### src/rtl/subservient_uart_loader.sv
// UART boot loader for the subservient core debug port.
// Receives a length-prefixed image and writes it byte-wise from address 0.
module subservient_uart_loader #(
  parameter int CLKS_PER_BIT = 868,
  parameter int memsize      = 1024
) (
  input  logic        i_clk,
  input  logic        i_rst,
  input  logic        i_rx,
  output logic        o_debug_mode,
  output logic [31:0] o_wb_dbg_adr,
  output logic [31:0] o_wb_dbg_dat,
  output logic [3:0]  o_wb_dbg_sel,
  output logic        o_wb_dbg_we,
  output logic        o_wb_dbg_stb,
  input  logic        i_wb_dbg_ack,
  output logic        o_done,
  output logic        o_err
);

  localparam int CW = $clog2(CLKS_PER_BIT);
  localparam logic [CW-1:0] FULL_M1 = CW'(CLKS_PER_BIT - 1);
  localparam logic [CW-1:0] HALF_M1 = CW'(CLKS_PER_BIT / 2 - 1);
  localparam logic [16:0]   MEM     = 17'(memsize);

  // RX_BRK waits for the line to go high again after a framing error
  localparam logic [2:0] RX_IDLE  = 3'd0;
  localparam logic [2:0] RX_START = 3'd1;
  localparam logic [2:0] RX_DATA  = 3'd2;
  localparam logic [2:0] RX_STOP  = 3'd3;
  localparam logic [2:0] RX_BRK   = 3'd4;

  localparam logic [2:0] L_HDR0  = 3'd0;
  localparam logic [2:0] L_HDR1  = 3'd1;
  localparam logic [2:0] L_DATA  = 3'd2;
  localparam logic [2:0] L_WRITE = 3'd3;
  localparam logic [2:0] L_DONE  = 3'd4;

  logic          rx_meta_q, rx_meta_d;
  logic          rx_sync_q, rx_sync_d;
  logic [2:0]    rx_st_q, rx_st_d;
  logic [CW-1:0] tick_q, tick_d;
  logic [2:0]    bit_q, bit_d;
  logic [7:0]    shf_q, shf_d;
  logic          rx_valid_q, rx_valid_d;
  logic          rx_ferr_q, rx_ferr_d;

  logic [2:0]  ld_st_q, ld_st_d;
  logic [15:0] len_q, len_d;
  logic [15:0] cnt_q, cnt_d;
  logic [15:0] new_len;
  logic [31:0] adr_q, adr_d;
  logic [31:0] dat_q, dat_d;
  logic [3:0]  sel_q, sel_d;
  logic        we_q, we_d;
  logic        stb_q, stb_d;
  logic        done_q, done_d;
  logic        err_q, err_d;

  // Two-flop synchroniser for the asynchronous RX line
  always_comb begin
    rx_meta_d = i_rx;
    rx_sync_d = rx_meta_q;
  end

  // UART receiver: mid-bit sampling, one-cycle valid / framing pulses
  always_comb begin
    rx_st_d    = rx_st_q;
    tick_d     = tick_q;
    bit_d      = bit_q;
    shf_d      = shf_q;
    rx_valid_d = 1'b0;
    rx_ferr_d  = 1'b0;
    unique case (rx_st_q)
      RX_IDLE: begin
        if (!rx_sync_q) begin
          rx_st_d = RX_START;
          tick_d  = '0;
        end
      end
      RX_START: begin
        if (tick_q == HALF_M1) begin
          tick_d  = '0;
          bit_d   = '0;
          rx_st_d = rx_sync_q ? RX_IDLE : RX_DATA;
        end else begin
          tick_d = tick_q + 1'b1;
        end
      end
      RX_DATA: begin
        if (tick_q == FULL_M1) begin
          tick_d = '0;
          shf_d  = {rx_sync_q, shf_q[7:1]};
          if (bit_q == 3'd7) rx_st_d = RX_STOP;
          else               bit_d   = bit_q + 1'b1;
        end else begin
          tick_d = tick_q + 1'b1;
        end
      end
      RX_STOP: begin
        if (tick_q == FULL_M1) begin
          tick_d = '0;
          if (rx_sync_q) begin
            rx_valid_d = 1'b1;
            rx_st_d    = RX_IDLE;
          end else begin
            rx_ferr_d = 1'b1;
            rx_st_d   = RX_BRK;
          end
        end else begin
          tick_d = tick_q + 1'b1;
        end
      end
      RX_BRK: begin
        if (rx_sync_q) rx_st_d = RX_IDLE;
      end
      default: rx_st_d = RX_IDLE;
    endcase
  end

  // Loader: header capture, one debug write per byte, then release core
  always_comb begin
    ld_st_d = ld_st_q;
    len_d   = len_q;
    cnt_d   = cnt_q;
    adr_d   = adr_q;
    dat_d   = dat_q;
    sel_d   = sel_q;
    we_d    = we_q;
    stb_d   = stb_q;
    done_d  = done_q;
    err_d   = err_q | rx_ferr_q;
    new_len = {shf_q, len_q[7:0]};
    unique case (ld_st_q)
      L_HDR0: begin
        if (rx_valid_q) begin
          len_d   = {8'h00, shf_q};
          ld_st_d = L_HDR1;
        end
      end
      L_HDR1: begin
        if (rx_valid_q) begin
          len_d = new_len;
          if (new_len == 16'd0) begin
            ld_st_d = L_DONE;
            done_d  = 1'b1;
          end else begin
            ld_st_d = L_DATA;
            if ({1'b0, new_len} > MEM) begin
              err_d = 1'b1;
              len_d = MEM[15:0];
            end
          end
        end
      end
      L_DATA: begin
        if (rx_valid_q) begin
          adr_d   = {16'h0000, cnt_q};
          dat_d   = {4{shf_q}};
          sel_d   = 4'b0001 << cnt_q[1:0];
          we_d    = 1'b1;
          stb_d   = 1'b1;
          ld_st_d = L_WRITE;
        end
      end
      L_WRITE: begin
        if (rx_valid_q) err_d = 1'b1;
        if (i_wb_dbg_ack) begin
          stb_d = 1'b0;
          we_d  = 1'b0;
          cnt_d = cnt_q + 16'd1;
          if (cnt_d == len_q) begin
            ld_st_d = L_DONE;
            done_d  = 1'b1;
          end else begin
            ld_st_d = L_DATA;
          end
        end
      end
      L_DONE: ;
      default: ld_st_d = L_HDR0;
    endcase
  end

  // State registers, all cleared asynchronously
  always_ff @(posedge i_clk or posedge i_rst) begin
    if (i_rst) begin
      rx_meta_q  <= 1'b1;
      rx_sync_q  <= 1'b1;
      rx_st_q    <= RX_IDLE;
      tick_q     <= '0;
      bit_q      <= '0;
      shf_q      <= '0;
      rx_valid_q <= 1'b0;
      rx_ferr_q  <= 1'b0;
      ld_st_q    <= L_HDR0;
      len_q      <= '0;
      cnt_q      <= '0;
      adr_q      <= '0;
      dat_q      <= '0;
      sel_q      <= '0;
      we_q       <= 1'b0;
      stb_q      <= 1'b0;
      done_q     <= 1'b0;
      err_q      <= 1'b0;
    end else begin
      rx_meta_q  <= rx_meta_d;
      rx_sync_q  <= rx_sync_d;
      rx_st_q    <= rx_st_d;
      tick_q     <= tick_d;
      bit_q      <= bit_d;
      shf_q      <= shf_d;
      rx_valid_q <= rx_valid_d;
      rx_ferr_q  <= rx_ferr_d;
      ld_st_q    <= ld_st_d;
      len_q      <= len_d;
      cnt_q      <= cnt_d;
      adr_q      <= adr_d;
      dat_q      <= dat_d;
      sel_q      <= sel_d;
      we_q       <= we_d;
      stb_q      <= stb_d;
      done_q     <= done_d;
      err_q      <= err_d;
    end
  end

  assign o_debug_mode = ~done_q;
  assign o_wb_dbg_adr = adr_q;
  assign o_wb_dbg_dat = dat_q;
  assign o_wb_dbg_sel = sel_q;
  assign o_wb_dbg_we  = we_q;
  assign o_wb_dbg_stb = stb_q;
  assign o_done       = done_q;
  assign o_err        = err_q;

endmodule
### config.mk
export PLATFORM = sky130hd
export DESIGN_NAME = subservient_uart_loader
export DESIGN_NICKNAME = d
export VERILOG_FILES = /design/src/rtl/subservient_uart_loader.sv
export SDC_FILE = /design/constraint.sdc
export NUM_CORES = 1
export LEC_CHECK = 0
export BUFFER_PORTS_ARGS = -buffer_cell sky130_fd_sc_hd__clkbuf_2
export CORE_MARGIN = 4
export CORE_UTILIZATION = 45
export CTS_CLUSTER_DIAMETER = 60
export DETAILED_ROUTE_END_ITERATION = 8
export PLACE_DENSITY = 0.69
export SYNTH_ARGS = -nofsm -noshare
export SYNTH_HDL_FRONTEND = slang
export SYNTH_SLANG_ARGS = --single-unit
### constraint.sdc
create_clock -name i_clk -period 7.15 [get_ports i_clk]
set_input_delay 1.43 -clock i_clk [delete_from_list [all_inputs] [get_ports i_clk]]
set_output_delay 1.43 -clock i_clk [all_outputs]
set_load 0.005 [all_outputs]
==> flow_metrics.env, run 1 <==
export IMPL_status="complete, no violations"
export IMPL_finalHoldViolCount=0
export IMPL_cp_cell_sequence="clkbuf_2 -> nand3_1 -> nor2_1 -> nand4_1 -> xnor2_1"
export IMPL_synth_edf_count=0
export IMPL_grt_max_degree=53
export IMPL_clock_skew_ns=0.01054
export IMPL_cp_arrival_ns=2.70
export IMPL_cts_buffers=9
export IMPL_clk_path_buf_depth=2
export IMPL_nets=483
export IMPL_vias_per_cell=5.193
export IMPL_cts_tree="built"
export IMPL_synth_area_leaders="dfrtp_1 47%, mux2_2 6.7%, buf_4 6.6%"
export IMPL_dp_slack_ns=4.321
export IMPL_drv_cap=0
export IMPL_synthMostInstantiatedCell="dfrtp_1"
export IMPL_worstMarginPinSlew_ns=0.7137
export IMPL_ios=77
export IMPL_yosysSeqAreaShare_pct=48.38
export IMPL_overflow=0
export IMPL_grt_setup_unrepaired="false"
export IMPL_fin_ws_ns=4.692
export IMPL_antenna_cells=0
export IMPL_syn_cell_area_um2=4867
export IMPL_synthTopCellsByCount="92 x dfrtp_1, 43 x buf_4, 30 x xnor2_1"
export IMPL_yosys_area_top_type="dfrtp_1"
export IMPL_cts_htree_levels=3
export IMPL_fin_crit_ns=2.458
export IMPL_slowest_stage="nor2_1"
export IMPL_setup_violations=0
export IMPL_clkSlewWorstSetupHoldPaths_ns=0.09
export IMPL_drt_iter0_drc=170
export IMPL_ys_flop_type="dfrtp_1"
export IMPL_hpwl_um=6439
export IMPL_p_total_w=0.0008763
export IMPL_slew_violations=0
export IMPL_critical_path_buf_inv_count=1
export IMPL_start_util_pct=46.73
export IMPL_avgSynthCellArea_um2=11.01
export IMPL_power_leakage_nw=2.525
export IMPL_core_um2=10420
export IMPL_power_density_nw_per_um2=168.7
export IMPL_finalCritPeriodShare_pct=34.37
export IMPL_critical_path_max_stage_delay_ns=0.47
export IMPL_drive_gt1_share_pct=26.47
export IMPL_wirelength_um=8895
export IMPL_start_kind="primary input"
export IMPL_cts_sinks=94
export IMPL_tns_ns=0
export IMPL_min_from="rx_meta_q"
export IMPL_reg2reg_slack_ns=4.89
export IMPL_clk_latency_ns=0.36
export IMPL_die_area_um2=12540
export IMPL_cts_hold_buf=0
export IMPL_cp_required_ns=7.39
export IMPL_min_path_type="reg2reg"
export IMPL_synth_cells=442
export IMPL_portBuffers=60
export IMPL_r2r_start="cnt_q[0]"
export IMPL_yosysWarningCount=0
export IMPL_rr_worst_depth=8
export IMPL_async_reset_ff_share_pct=100.0
export IMPL_placementRows=37
export IMPL_antenna_found_initial=0
export IMPL_worst_setup_path_end_kind="register"
export IMPL_syn_to_final_growth_pct=6.709
export IMPL_firstDrtPassIters=4
export IMPL_critPathTopFamily="simple AND/OR/NAND/NOR gates"
export IMPL_r2r_end="ld_st_q[1]"
export IMPL_cp_max_fo=8
export IMPL_die_w_um=112
export IMPL_fmax_mhz=406.9
export IMPL_clk_root_buffer_cell="clkbuf_8"
export IMPL_min_path_cells=0
export IMPL_post_cts_buffers=0
export IMPL_grt_pass1_wl_um=15190
export IMPL_first_global_vias=3068
export IMPL_post_drt_wl_per_cell_um=14.53
export IMPL_drcViolationCount=0
export IMPL_fin_hold_ws_ns=0.3576
export IMPL_synth_top_area_share_pct=47.30
export IMPL_final_core_util_pct=49.86
export IMPL_vias=3178
export IMPL_fp_dieH_um=112
export IMPL_critPathKind="in2reg"
export IMPL_postRouteAntennaNets=0
export IMPL_crit_start="i_wb_dbg_ack"
export IMPL_slew_headroom_pct=52.37
export IMPL_synth_distinct_cells=61
export IMPL_ys_seq_elements=94
export IMPL_gp_congestion=0.8191
export IMPL_hold_end="rx_sync_q"
export IMPL_peakVddDrop_mv=0.08454
export IMPL_cts_resized=0
export IMPL_grt_usage_pct=14.60
layer usage:
metal	up-vias	global-route usage, %	share of wire (%)
li1	1533	-	-
met5	-	0	0
met4	0	3.846	1.2
met2	71	23.22	48
met3	13	4.076	5.0
met1	1561	19.81	46
layout make-up:
type | instances | area (um2)
clock buffer | 12 | 155.1
multi-input combinational | 296 | 2137
fill | 976 | 5223
clock inverter | 4 | 30.03
sequential | 94 | 2355
tap | 136 | 170.2
inverter | 8 | 31.28
timing repair buffer | 62 | 315.3
per-stage QoR:
step	instances	instance area, um2
after floorplan	457	4923
after global placement	596	5009
after detailed placement	596	5009
after CTS	612	5194
after global routing	612	5194
final	612	5194
sequential cells by signal (all words and copies together) (netlist names), 3 cells and up:
| register | flops |
|---|---|
| o_wb_dbg_adr | 16 |
| o_wb_dbg_sel | 4 |
| shf_q | 8 |
| o_wb_dbg_dat | 8 |
| len_q | 16 |
| cnt_q | 16 |
| tick_q | 10 |
| rx_st_q | 3 |
| ld_st_q | 3 |
| bit_q | 3 |
layout by cell type, fill, tap and decap left out, types with 3 or more instances in the layout:
cell,count
o21ai_1,6
inv_1,7
nor2b_1,6
nand3_1,21
a22o_1,8
nand4_1,9
mux2_1,8
nor4_2,3
o22ai_1,3
clkbuf_2,60
conb_1,16
mux2_2,29
ha_1,8
clkbuf_8,11
o21ai_0,4
nor2_1,26
nand2b_1,5
and2_1,8
xnor2_1,30
nor3_1,9
a21oi_1,8
a21o_1,3
mux2i_1,3
xor2_1,14
dfrtp_1,92
nand2_1,29
and3_1,3
power by group:
part,leakage [nW],switching (W),internal (W)
clock network,0.0930,0.000183,0.000147
logic,1.15,0.0000124,0.00000118
registers,1.28,0.000000806,0.000532
total,2.52,0.000196,0.000680
cells by family (layout without fill, tap and decap cells):
family / count (synthesis) / after routing / share of synthesized area, %
fa+ha+maj: 8 / 8 / 2.057
xor+xnor: 45 / 45 / 8.252
mux: 40 / 40 / 9.177
simple gates: 138 / 138 / 15.63
flops: 94 / 94 / 48.38
other cells: 1 / 16 / 0.07705
buf+inv: 67 / 86 / 8.869
compound gates: 49 / 49 / 7.558
how the worst max path moves through the flow:
| stage | slack (ns) | cells after the start | to |
|---|---|---|---|
| 2_1_floorplan | 3.27 | 1 | bit_q[0] |
| 3_3_place_gp | 4.39 | 6 | cnt_q[9] |
| 3_5_place_dp | 4.32 | 5 | cnt_q[12] |
| 4_1_cts | 4.71 | 5 | cnt_q[12] |
| 5_1_grt | 4.55 | 6 | cnt_q[9] |
| 6_report | 4.69 | 5 | cnt_q[12] |
Note: power is estimated with default switching activity, not from simulation.
==> run 2: changes to the inputs <==
==> constraint.sdc (replaced) <==
create_clock -name i_clk -period 2.6 [get_ports i_clk]
set_input_delay 0.52 -clock i_clk [delete_from_list [all_inputs] [get_ports i_clk]]
set_output_delay 0.52 -clock i_clk [all_outputs]
set_load 0.005 [all_outputs]
==> run 2 against run 1 <==
  * Die area unchanged
  * Total power rose to 2.8 times the previous value
  * Utilization up 0.64 points
  * Clock skew up 0.00075 ns
  * Flip-flop and latch count unchanged
  * Count of clock-buffer cells in the layout down 1
  * Global-route usage about the same
  * Critical path depth up 3
  * Via count up 1.1%
  * Cell count up 0.33%
  * Hold slack worse by 0.15 ns
  * Register-to-register slack worse by 4.5 ns
  * Largest power group unchanged
==> flow_metrics.env, run 2 (synthesized netlist as in run 1, its figures left out) <==
export IMPL_finalHoldViolCount=0
export IMPL_ios=77
export IMPL_min_path_type="in2async"
export IMPL_cp_max_fo=8
export IMPL_fin_crit_ns=2.255
export IMPL_placed_cell_area_um2=5051
export IMPL_fp_dieH_um=112
export IMPL_clkSlewWorstSetupHoldPaths_ns=0.08
export IMPL_post_drt_wl_per_cell_um=14.30
export IMPL_postRouteAntennaNets=0
export IMPL_overflow=0
export IMPL_gp_congestion=0.8147
export IMPL_antenna_found_initial=0
export IMPL_clk_latency_ns=0.36
export IMPL_cts_hold_buf=0
export IMPL_power_density_nw_per_um2=472.9
export IMPL_setup_violations=0
export IMPL_syn_to_final_growth_pct=8.072
export IMPL_status="complete, no violations"
export IMPL_placementRows=37
export IMPL_post_cts_buffers=0
export IMPL_die_w_um=112
export IMPL_wirelength_um=8783
export IMPL_clock_skew_ns=0.01129
export IMPL_cts_buffers=9
export IMPL_critPathKind="reg2reg"
export IMPL_cp_required_ns=2.85
export IMPL_first_global_vias=3128
export IMPL_core_um2=10420
export IMPL_grt_setup_unrepaired="false"
export IMPL_hpwl_um=6506
export IMPL_vias=3214
export IMPL_cp_arrival_ns=2.50
export IMPL_fmax_mhz=443.4
export IMPL_worstMarginPinSlew_ns=0.5561
export IMPL_grt_usage_pct=14.64
export IMPL_layout_commonest_cell="dfrtp_1"
export IMPL_portBuffers=60
export IMPL_clk_path_buf_depth=2
export IMPL_firstDrtPassIters=5
export IMPL_fin_hold_ws_ns=0.2047
export IMPL_drv_cap=0
export IMPL_start_util_pct=46.73
export IMPL_worst_setup_path_end_kind="register"
export IMPL_cts_htree_levels=3
export IMPL_finalCritPeriodShare_pct=86.74
export IMPL_vias_per_cell=5.235
export IMPL_antenna_cells=0
export IMPL_grt_max_degree=44
export IMPL_cts_tree="built"
export IMPL_drive_gt1_share_pct=26.99
export IMPL_power_leakage_nw=2.554
export IMPL_cts_sinks=94
export IMPL_layout_common_cells="92 x dfrtp_1, 60 x clkbuf_2, 30 x xnor2_1, 29 x nand2_1, 29 x mux2_2"
export IMPL_drcViolationCount=0
export IMPL_peakVddDrop_mv=0.2989
export IMPL_cts_resized=0
export IMPL_tns_ns=0
export IMPL_drt_iter0_drc=192
export IMPL_nets=485
export IMPL_start_kind="register"
export IMPL_final_cell_area_um2=5260
export IMPL_clk_root_buffer_cell="clkbuf_8"
export IMPL_grt_pass1_wl_um=15290
export IMPL_slew_headroom_pct=62.79
export IMPL_die_area_um2=12540
export IMPL_slew_violations=0
run 2: where the power goes:
part / leakage, nW / switching [W] / internal [W]
Sequential: 1.28 / 0.00000225 / 0.00146
Clock: 0.109 / 0.000483 / 0.000497
Combinational: 1.16 / 0.0000352 / 0.00000645
Total: 2.55 / 0.000521 / 0.00197
run 2: routing by layer:
metal  GRT usage [%]  share of wire (%)  up-vias
met5               0                  0        -
met4           4.407                1.2        0
met3           3.696                5.7       11
met2           23.22                 48       75
met1           19.91                 45     1598
li1                -                  -     1530
run 2: worst paths after layout:
kind,startpoint,endpoint,slack [ns],cells after the start
max,cnt_q[0],ld_st_q[2],0.34,8
min reg2reg,rx_meta_q,rx_sync_q,0.36,0
min,i_rst,o_wb_dbg_adr[15],0.20,2
max reg2reg,cnt_q[0],ld_st_q[2],0.34,8
max in group asynchronous,i_rst,o_wb_dbg_adr[0],1.68,3
min in group i_clk,i_rx,rx_meta_q,0.26,1
run 2: area by class of cell:
| type | instances | area [um2] |
|---|---|---|
| well taps | 136 | 170.2 |
| flip-flops and latches | 94 | 2355 |
| fillers | 933 | 5156 |
| repair buffers | 64 | 355.3 |
| multi-input cells | 296 | 2137 |
| inverters | 8 | 33.78 |
| clock buffers | 11 | 151.4 |
| clock inverters | 5 | 57.56 |
run 2: critical path, stage by stage (launching register included):
cell      delay, ns
dfrtp_1        0.51
ha_1           0.33
nand3_2        0.16
nor4_2         0.35
xnor2_1        0.10
a32oi_1        0.23
a211oi_2       0.12
a31o_1         0.19
and2_1         0.15
run 2: through the flow:
stage               util [%]  instances  total power, W  worst slack (ns)
floorplan                  -        457        0.001539            0.6614
global placement       48.49        598        0.001538            0.4781
detailed placement     48.49        598        0.001538            0.3781
CTS                    50.50        614        0.002532            0.3593
global route           50.50        614        0.002592            0.1908
finish                 50.50        614        0.002488            0.3447
